[config.mk]
export PLATFORM = sky130hd
export DESIGN_NAME = tdm_demux_1x4
export DESIGN_NICKNAME = d
export VERILOG_FILES = /design/src/rtl/tdm_pkg.sv /design/src/rtl/tdm_demux_1x4_chan_shift.sv /design/src/rtl/tdm_demux_1x4.sv
export SDC_FILE = /design/constraint.sdc
export NUM_CORES = 1
export LEC_CHECK = 0
export ABC_AREA = 1
export BUFFER_PORTS_ARGS = -buffer_cell sky130_fd_sc_hd__buf_4
export CAP_MARGIN = 20
export CORE_MARGIN = 1.5
export CORE_UTILIZATION = 40
export CTS_CLUSTER_SIZE = 24
export DETAILED_ROUTE_END_ITERATION = 10
export GPL_ROUTABILITY_DRIVEN = 0
export PLACE_DENSITY = 0.67
export SKIP_CTS_REPAIR_TIMING = 1
export SYNTH_ARGS = -nofsm -noshare
export SYNTH_HDL_FRONTEND = slang
export SYNTH_SLANG_ARGS = --single-unit
[constraint.sdc]
create_clock -name clk -period 2.65 [get_ports clk]
set_clock_uncertainty 0.2 [all_clocks]
set_input_delay 0.53 -clock clk [delete_from_list [all_inputs] [get_ports clk]]
set_output_delay 0.53 -clock clk [all_outputs]
set_load 0.02 [all_outputs]
[src/rtl/tdm_pkg.sv]
// -----------------------------------------------------------------------------
// tdm_pkg
// Shared definitions for the 4-channel bit-interleaved TDM demultiplexer:
//   - state_e : receiver FSM states (HUNT, LOCKED)
//   - NUM_CH  : number of interleaved channels
//   - slot_t  : channel slot index (2 bits)
// -----------------------------------------------------------------------------
package tdm_pkg;

    localparam int NUM_CH = 4;

    typedef enum logic [0:0] {
        HUNT   = 1'b0,
        LOCKED = 1'b1
    } state_e;

    typedef logic [1:0] slot_t;

endpackage : tdm_pkg

[src/rtl/tdm_demux_1x4_chan_shift.sv]
// -----------------------------------------------------------------------------
// tdm_chan_shift
// WIDTH-bit MSB-first shift register for one TDM channel. A new bit enters at
// bit 0 and older bits move toward the MSB, so after WIDTH shifts the first
// bit received sits in bit WIDTH-1.
// Ports:
//   clk      in   rising-edge clock
//   rst      in   asynchronous active-high reset
//   clr_i    in   discard contents; with shift_i, the bit is loaded into an
//                 otherwise empty register
//   shift_i  in   shift din_i in this cycle
//   din_i    in   serial bit
//   data_o   out  current register contents (WIDTH bits)
// -----------------------------------------------------------------------------
module tdm_chan_shift #(
    parameter int WIDTH = 8
) (
    input  logic             clk,
    input  logic             rst,
    input  logic             clr_i,
    input  logic             shift_i,
    input  logic             din_i,
    output logic [WIDTH-1:0] data_o
);

    logic [WIDTH-1:0] data_q;
    logic [WIDTH-1:0] data_d;

    // Next-state: clear has priority, but a simultaneous shift still keeps the new bit.
    always_comb begin
        data_d = data_q;
        if (clr_i && shift_i) begin
            data_d = {{(WIDTH-1){1'b0}}, din_i};
        end else if (clr_i) begin
            data_d = {WIDTH{1'b0}};
        end else if (shift_i) begin
            data_d = {data_q[WIDTH-2:0], din_i};
        end else begin
            data_d = data_q;
        end
    end

    // Shift register storage.
    always_ff @(posedge clk or posedge rst) begin
        if (rst) begin
            data_q <= {WIDTH{1'b0}};
        end else begin
            data_q <= data_d;
        end
    end

    assign data_o = data_q;

endmodule : tdm_chan_shift

[src/rtl/tdm_demux_1x4.sv]
// -----------------------------------------------------------------------------
// tdm_demux_1x4
// Receive end of a bit-interleaved 4:1 TDM serial link. fsync aligns the block
// to the stream; each qualified bit is steered to channel `slot` (rotating
// 0..3). When the 4*WIDTH-th bit of a frame is sampled, all four words are
// published on ch0..ch3 with a one-cycle out_valid strobe on that same edge.
//
// Optional feature (macro TDM_SYNC_CHECK_EN):
//   defined     : fsync in LOCKED while slot/bitcnt are not both 0 pulses
//                 sync_err, drops the partial frame and restarts the frame at
//                 the current bit.
//   not defined : fsync is only used to leave HUNT; sync_err is tied to 0.
//
// Ports:
//   clk        in   rising-edge clock
//   rst        in   asynchronous active-high reset
//   din        in   serial data bit
//   in_valid   in   din/fsync qualifier; nothing advances when 0
//   fsync      in   marks the first bit of a frame
//   ch0..ch3   out  last completed channel words (WIDTH bits each)
//   out_valid  out  one-cycle strobe: ch0..ch3 updated this cycle
//   locked     out  1 while in LOCKED
//   sync_err   out  one-cycle pulse on misaligned fsync
// -----------------------------------------------------------------------------
module tdm_demux_1x4
    import tdm_pkg::*;
#(
    parameter int WIDTH = 8
) (
    input  logic             clk,
    input  logic             rst,
    input  logic             din,
    input  logic             in_valid,
    input  logic             fsync,
    output logic [WIDTH-1:0] ch0,
    output logic [WIDTH-1:0] ch1,
    output logic [WIDTH-1:0] ch2,
    output logic [WIDTH-1:0] ch3,
    output logic             out_valid,
    output logic             locked,
    output logic             sync_err
);

    localparam int CW = $clog2(WIDTH);
    localparam logic [CW-1:0] BITCNT_LAST = CW'(WIDTH - 1);

    state_e            state_q, state_d;
    slot_t             slot_q, slot_d;
    logic [CW-1:0]     bitcnt_q, bitcnt_d;
    logic [WIDTH-1:0]  ch_q [NUM_CH];
    logic [WIDTH-1:0]  ch_d [NUM_CH];
    logic              out_valid_q, out_valid_d;
    logic              sync_err_q, sync_err_d;

    logic [WIDTH-1:0]  sr_s [NUM_CH];
    logic [NUM_CH-1:0] shift_en_s;
    logic              clr_s;
    logic              resync_s;

    // Channel shift registers, one per slot.
    for (genvar g = 0; g < NUM_CH; g++) begin : g_chan
        tdm_chan_shift #(.WIDTH(WIDTH)) u_shift (
            .clk     (clk),
            .rst     (rst),
            .clr_i   (clr_s),
            .shift_i (shift_en_s[g]),
            .din_i   (din),
            .data_o  (sr_s[g])
        );
    end

`ifdef TDM_SYNC_CHECK_EN
    // Misaligned fsync: anything other than the first bit position of a frame.
    assign resync_s = fsync && ((slot_q != 2'd0) || (bitcnt_q != {CW{1'b0}}));
`else
    assign resync_s = 1'b0;
`endif

    // FSM next-state, slot/bit counters, shift steering and output capture.
    always_comb begin
        state_d     = state_q;
        slot_d      = slot_q;
        bitcnt_d    = bitcnt_q;
        ch_d        = ch_q;
        out_valid_d = 1'b0;
        sync_err_d  = 1'b0;
        shift_en_s  = {NUM_CH{1'b0}};
        clr_s       = 1'b0;

        if (in_valid) begin
            case (state_q)
                HUNT: begin
                    if (fsync) begin
                        // First frame bit: start an empty frame in ch0.
                        clr_s         = 1'b1;
                        shift_en_s[0] = 1'b1;
                        slot_d        = 2'd1;
                        bitcnt_d      = {CW{1'b0}};
                        state_d       = LOCKED;
                    end else begin
                        state_d = HUNT;
                    end
                end
                LOCKED: begin
                    if (resync_s) begin
                        // Drop the partial frame; this bit starts a new one.
                        sync_err_d    = 1'b1;
                        clr_s         = 1'b1;
                        shift_en_s[0] = 1'b1;
                        slot_d        = 2'd1;
                        bitcnt_d      = {CW{1'b0}};
                    end else begin
                        shift_en_s[slot_q] = 1'b1;
                        if ((slot_q == 2'd3) && (bitcnt_q == BITCNT_LAST)) begin
                            // ch3 is not yet shifted this cycle, so splice in the final bit.
                            ch_d[0]     = sr_s[0];
                            ch_d[1]     = sr_s[1];
                            ch_d[2]     = sr_s[2];
                            ch_d[3]     = {sr_s[3][WIDTH-2:0], din};
                            out_valid_d = 1'b1;
                            slot_d      = 2'd0;
                            bitcnt_d    = {CW{1'b0}};
                        end else begin
                            slot_d = slot_q + 2'd1;
                            if (slot_q == 2'd3) begin
                                bitcnt_d = bitcnt_q + {{(CW-1){1'b0}}, 1'b1};
                            end else begin
                                bitcnt_d = bitcnt_q;
                            end
                        end
                    end
                end
                default: begin
                    state_d = HUNT;
                end
            endcase
        end else begin
            state_d = state_q;
        end
    end

    // State, counters and registered outputs.
    always_ff @(posedge clk or posedge rst) begin
        if (rst) begin
            state_q     <= HUNT;
            slot_q      <= 2'd0;
            bitcnt_q    <= {CW{1'b0}};
            out_valid_q <= 1'b0;
            sync_err_q  <= 1'b0;
            for (int i = 0; i < NUM_CH; i++) begin
                ch_q[i] <= {WIDTH{1'b0}};
            end
        end else begin
            state_q     <= state_d;
            slot_q      <= slot_d;
            bitcnt_q    <= bitcnt_d;
            out_valid_q <= out_valid_d;
            sync_err_q  <= sync_err_d;
            for (int i = 0; i < NUM_CH; i++) begin
                ch_q[i] <= ch_d[i];
            end
        end
    end

    assign ch0       = ch_q[0];
    assign ch1       = ch_q[1];
    assign ch2       = ch_q[2];
    assign ch3       = ch_q[3];
    assign out_valid = out_valid_q;
    assign locked    = (state_q == LOCKED);
    assign sync_err  = sync_err_q;

endmodule : tdm_demux_1x4

### After elaboration in Yosys (flattened, before gate mapping)

Cells that the tools add are included.

* input port bits: 5
* logic and storage cells: 65
* output and inout bits: 35
* bits in registers: 70

* add/subtract/negate cells: 2
* order comparisons: 2
* reduce and logical (&&, ||, !) cells: 13
* equal/unequal tests: 4
* mux-type cells: 31
* bitwise operators: 1

Operators by type and width (number)
* 8-bit 2-to-1 mux: 9
* 7-bit 2-to-1 mux: 3
* 3-bit 2-to-1 mux: 4
* 3-bit nonzero test: 4
* 1-bit 2-to-1 mux: 7
* 1-bit logical AND: 6
* 3-bit one-hot mux with 2 select lines: 1
* 3-bit AND reduction: 2
* 2-bit 2-to-1 mux: 2
* 4-bit 2-to-1 mux: 1
* 1-bit one-hot mux with 2 select lines: 2
* 2-bit one-hot mux with 2 select lines: 1
* 3-bit by 1-bit adder with 3-bit output, second input constant: 1
* 3-bit == test, second input constant: 1
* 2-bit by 3-bit less-than comparator with 1-bit output, second input constant: 1
* 3-bit by 1-bit inequality test with 1-bit output, second input constant: 1
* 2-bit by 1-bit adder with 2-bit output, second input constant: 1
* 1-bit demux with 2-bit select: 1
* 2-bit == test, second input constant: 1
* 2-bit by 1-bit >= comparator with 1-bit output, second input constant: 1
* 2-bit inequality test, second input constant: 1
* 2-bit AND reduction: 1
* 1-bit NOT: 1

### Logic depth before layout (Yosys ltp)

* word-level depth: 9
* gate-level depth with buffers: 7

### Modules after synthesis

Synthesis repeated with hierarchy kept, for this count alone.

* cell total of the unflattened synthesis: 338
* area, all modules: 3108.0 um2

Modules (own cells, without submodules)
* tdm_demux_1x4: instances 1, sequential area each 975.9 um2, area each 1756.7 um2, cells an instance 194
* tdm_chan_shift: instances 4, sequential area each 200.2 um2, area each 337.8 um2, cells an instance 36

### Worst setup path before layout

No wires, ideal clock.

* path type: register to register
* from: reg bitcnt_q[0]
* to: reg bitcnt_q[0]
* slack: 1141 ps
* arrival time: 1221 ps
* period minus slack after synthesis: 1509 ps
* buffers on the path: 2
* stages on the path, launching flop included: 7
* library setup time: 87 ps
* data required time: 2363 ps
* cells stage by stage: dfrtp_1 -> ha_1 -> nand2_1 -> buf_2 -> clkbuf_1 -> nand2_1 -> a22oi_1

* longest elaborated chain between the ends: 4
* elaborated cells between the ends (all ways): 8

Ends and longest elaborated chain
* start: declaration: RTL line tdm_demux_1x4.sv:49 `logic [CW-1:0] bitcnt_q, bitcnt_d;`
* start signal: assignment: RTL line tdm_demux_1x4.sv:147 `bitcnt_q <= {CW{1'b0}};`
* start signal: assignment: RTL line tdm_demux_1x4.sv:156 `bitcnt_q <= bitcnt_d;`
* 3-bit by 1-bit adder with 3-bit output or 3-bit == test (tied branches): RTL line tdm_demux_1x4.sv:126, tdm_demux_1x4.sv:114
* 3-bit 2-to-1 mux or 1-bit logical AND (tied branches): RTL line tdm_demux_1x4.sv:125, tdm_demux_1x4.sv:114
* 3-bit 2-to-1 mux or 3-bit by 1-bit inequality test with 1-bit output (tied branches)
* 3-bit one-hot mux with 2 select lines or 3-bit AND reduction (tied branches)

Several ways; a longest one is shown, not always the timed one. The select of a mux whose other input is x is not followed.
A chain may end at the register's enable or synchronous reset.

### Worst setup path after layout

* from: reg bitcnt_q[1]
* to: reg ch_q, in the netlist ch2[5]

* longest elaborated chain between the ends: 3

Ends and longest elaborated chain
* 3-bit == test: RTL line tdm_demux_1x4.sv:114 `if ((slot_q == 2'd3) && (bitcnt_q == BITCNT_LAST)) begin`
* 1-bit logical AND: RTL line tdm_demux_1x4.sv:114
* 3-bit AND reduction (no line)
* end signal: indexed assignment: RTL line tdm_demux_1x4.sv:151 `ch_q[i] <= {WIDTH{1'b0}};`
* end signal: indexed assignment: RTL line tdm_demux_1x4.sv:160 `ch_q[i] <= ch_d[i];`
* end: declaration: RTL line tdm_demux_1x4.sv:50 `logic [WIDTH-1:0] ch_q [NUM_CH];`

No other way between the ends.

==> results.txt <==
* Vias per inst: 4.618
* Chip width: 86.73 µm
- By area the synthesized netlist is led by sky130_fd_sc_hd__dfrtp_1 (62%), sky130_fd_sc_hd__nand2_1 (11%), sky130_fd_sc_hd__o21ai_0 (6.2%), sky130_fd_sc_hd__inv_1 (3.3%), sky130_fd_sc_hd__o22ai_1 (2.9%).
- The clock period could shrink to 1.766 ns.
* Area growth from synthesis to layout: 20.04%
- Average wire per standard cell: 11.86 µm
- The first routing iteration left 107 violations.
- The flow ran to the end, and the final reports show no timing, DRC or antenna violations.
- At the worst endpoint, the arrival time is 1.83 ns.
* Critical Path Start Type: register
- Counting distinct cell types in the post-synthesis netlist gives 18.
* # H-tree levels: 3
- Pin count of the biggest net entering global routing: 71
- Measured against its own limit, the worst slew margin works out to 62.72%.
- Total Die Area: 0.007521 mm²
- The final hold violation count was 0.
- Max-capacitance violation count: 0
- The kind of cell with the highest combined delay along the critical path is buffers and inverters.
- Clock tree root driver cell: sky130_fd_sc_hd__clkbuf_8
- Global-route total usage across every layer: 15.71%
* Post-DP HPWL: 3410 µm
* Maximum clock frequency: 0.5661 GHz
- Most frequent CP cell: sky130_fd_sc_hd__buf_4
* Slack of the worst reg-to-reg path: 0.88 ns
* Count of buffers inserted at the top-level ports: 38
* Final antenna diode count: 0
- Counting every instance in the synthesized netlist gives 294.
* Reported leakage power: 1.756 nW
- Wire length of the first global-routing pass: 9039 µm
- The path class of the tightest hold or removal check is in2async.
* Final net count: 345
* Post-route core utilization: 49.54%
- TritonCTS built the clock tree.
* Cell chain of the critical path: ha_1, nand2_1, buf_4, nor2_2, buf_4, nor2_1, a21oi_1
- Drt pass-1 iters: 4
* Inst Count DP: 419
* Post-synth top area cell: sky130_fd_sc_hd__dfrtp_1
- In this run the standard cell core region covers 0.006794 mm².
- The critical path is of the reg2reg type.
* Post-DP Area: 0.003179 mm²
- Once the floorplan was initialized, standard cells occupied 41.27% of the core.
* Setup repair after global routing missed its margin: no
* Total of endpoints with negative setup slack in the final report: 0
- After clock tree synthesis, the clock-pin slew on the worst setup and hold paths is 0.07 ns.
* Number of standard-cell rows in the floorplan: 30
- Period Utilization, post-route: 66.66%
- Count of filler cells inserted in the layout: 628
- Flip-flop and latch count after synthesis: 70
- The tightest hold path in the finished design has a slack of 0.05543 ns.
- Excluding fillers, the count of instances in the completed layout stands at 435.
* Mean post-synth cell area: 9.537 µm²
- Across all layers, the routed design uses 2009 vias.
* Gr ovfl total: 0
- The worst setup path is captured at a register.
- Wirelength, routed: 5157 µm
* Required time of the worst setup path: 2.72 ns
* Maximum count of clock buffers along a single path: 2
- The synthesized design devotes to its leading area cell type 62.47% of total area.
* Remaining routing DRC violations: 0
- CTS buffer count: 9
- For this design the ratio of total power to cell area is 1042 mW/mm².
* Number of nets in the synthesized netlist: 305
* Total Neg Setup Slack: 0 ns
- Slack of the critical path: 0.8835 ns
* Total power after layout: 3.508 mW
* Transition time at the pin with the least slew margin: 0.5591 ns
* Die height: 86.73 µm
- The via count of the first global-routing pass came to 2003.
- The worst-case IR drop observed on VDD is 0.4208 mV.
* Maximum fanout encountered on the critical timing path: 37
- The number of buffers and inverters on the critical path is 2.
* Latest clock arrival within the worst-skew pair: 0.35 ns
- The tree built by TritonCTS fans out to 70 sinks.
* Post-synth design cell area: 0.002804 mm²
* Layout cell share with drive strength beyond 1: 19.17%
* Worst-case setup slack after placement: 0.8762 ns
* I/O pin count: 40
- Post-layout instance area: 0.003366 mm²
- On the worst path, the slowest cell contributes a delay of 0.39 ns.
- The count of nets left with antenna violations once routing finished came out at 0.
- Number of antenna violations at the first check in global routing: 0
* Cell with the biggest individual delay on the critical path: sky130_fd_sc_hd__dfrtp_1
* Sequential share of the synthesized area: 62.47%
- The max-slew violation total from the final report was 0.
- Warning count from the yosys run: 0
## cells in the mapped netlist
| cell type | count |
|---|---|
| sky130_fd_sc_hd__buf_4 | 6 |
| sky130_fd_sc_hd__a21oi_1 | 15 |
| sky130_fd_sc_hd__buf_2 | 6 |
| sky130_fd_sc_hd__o21ai_0 | 35 |
| sky130_fd_sc_hd__o22ai_1 | 13 |
| sky130_fd_sc_hd__o21ai_2 | 2 |
| sky130_fd_sc_hd__inv_1 | 25 |
| sky130_fd_sc_hd__conb_1 | 1 |
| sky130_fd_sc_hd__o21ai_1 | 2 |
| sky130_fd_sc_hd__nand3_1 | 5 |
| sky130_fd_sc_hd__a22oi_1 | 1 |
| sky130_fd_sc_hd__nor2_1 | 21 |
| sky130_fd_sc_hd__dfrtp_1 | 70 |
| sky130_fd_sc_hd__nand2_2 | 2 |
| sky130_fd_sc_hd__ha_1 | 6 |
| sky130_fd_sc_hd__nand3_2 | 1 |
| sky130_fd_sc_hd__clkbuf_1 | 2 |
| sky130_fd_sc_hd__nand2_1 | 81 |
## placed cells by master, fill, tap and decap left out, drive strengths merged
master    instances
nand2            83
dfrtp            70
buf              43
o21ai            39
inv              25
nor2             21
a21oi            15
o22ai            13
clkbuf           13
ha                6
nand3             6
clkinv            2
a22oi             1
conb              1
clkinvlp          1
## state kept, by name, summed over array words and instances, names as in the netlist
name and cells:
slot_q 2, ch0 8, g_chan.u_shift.data_o 31, ch3 8, bitcnt_q 3, ch1 8
ch2 8, locked 1, out_valid 1
## path summary, 6_finish.rpt
path | start | cells past startpoint | endpoint
worst max-delay path | bitcnt_q[1] | 7 | ch2[5]
worst min-delay path | rst | 3 | ch3[2]
worst max register to register | bitcnt_q[1] | 7 | ch2[5]
worst min register to register | g_chan[1].u_shift.data_o[7] | 2 | ch1[7]
max in group asynchronous | rst | 3 | ch2[5]
min in group clk | fsync | 3 | locked
## cell families after synthesis
| kind of cell | Yosys count | synth area share [%] |
|---|---|---|
| AO/OA/AOI/OAI | 68 | 13.07 |
| adder cells (fa/ha/maj) | 6 | 2.677 |
| buffers and inverters | 39 | 6.292 |
| flip-flops | 70 | 62.47 |
| other | 1 | 0.1337 |
| AND/OR/NAND/NOR | 110 | 15.35 |
## worst register-to-register path, delay by kind of cell, from the launching register on
kind | cells | cell delay [ns]
buf+inv | 2 | 0.52
flops | 1 | 0.39
simple gates | 3 | 0.28
fa+ha+maj | 1 | 0.16
compound gates | 1 | 0.13
## where the power goes
part	total (mW)	switching (mW)	internal, mW
Clock	0.800	0.386	0.414
Sequential	1.64	0.204	1.44
Combinational	1.07	0.641	0.428
Total	3.51	1.23	2.28
## layer usage
| layer | global-route usage (%) | up-vias | part of all wire [%] |
|---|---|---|---|
| met4 | 7.918 | 0 | 2.2 |
| met2 | 25.50 | 30 | 46 |
| met1 | 19.12 | 943 | 47 |
| met3 | 4.571 | 10 | 4.1 |
| met5 | 0 | - | 0 |
| li1 | - | 1026 | - |
## cell type report
| cell class | count | area, µm² | share of cell area, % |
|---|---|---|---|
| Clock buffer | 13 | 168.9 | 5.019 |
| Clock inverter | 3 | 17.52 | 0.5204 |
| Multi-Input combinational cell | 185 | 878.3 | 26.10 |
| Timing Repair Buffer | 43 | 335.3 | 9.963 |
| Tap cell | 96 | 120.1 | 3.569 |
| Sequential cell | 70 | 1752 | 52.04 |
| Inverter | 25 | 93.84 | 2.788 |
No activity file was read; power rests on OpenSTA's default activity.
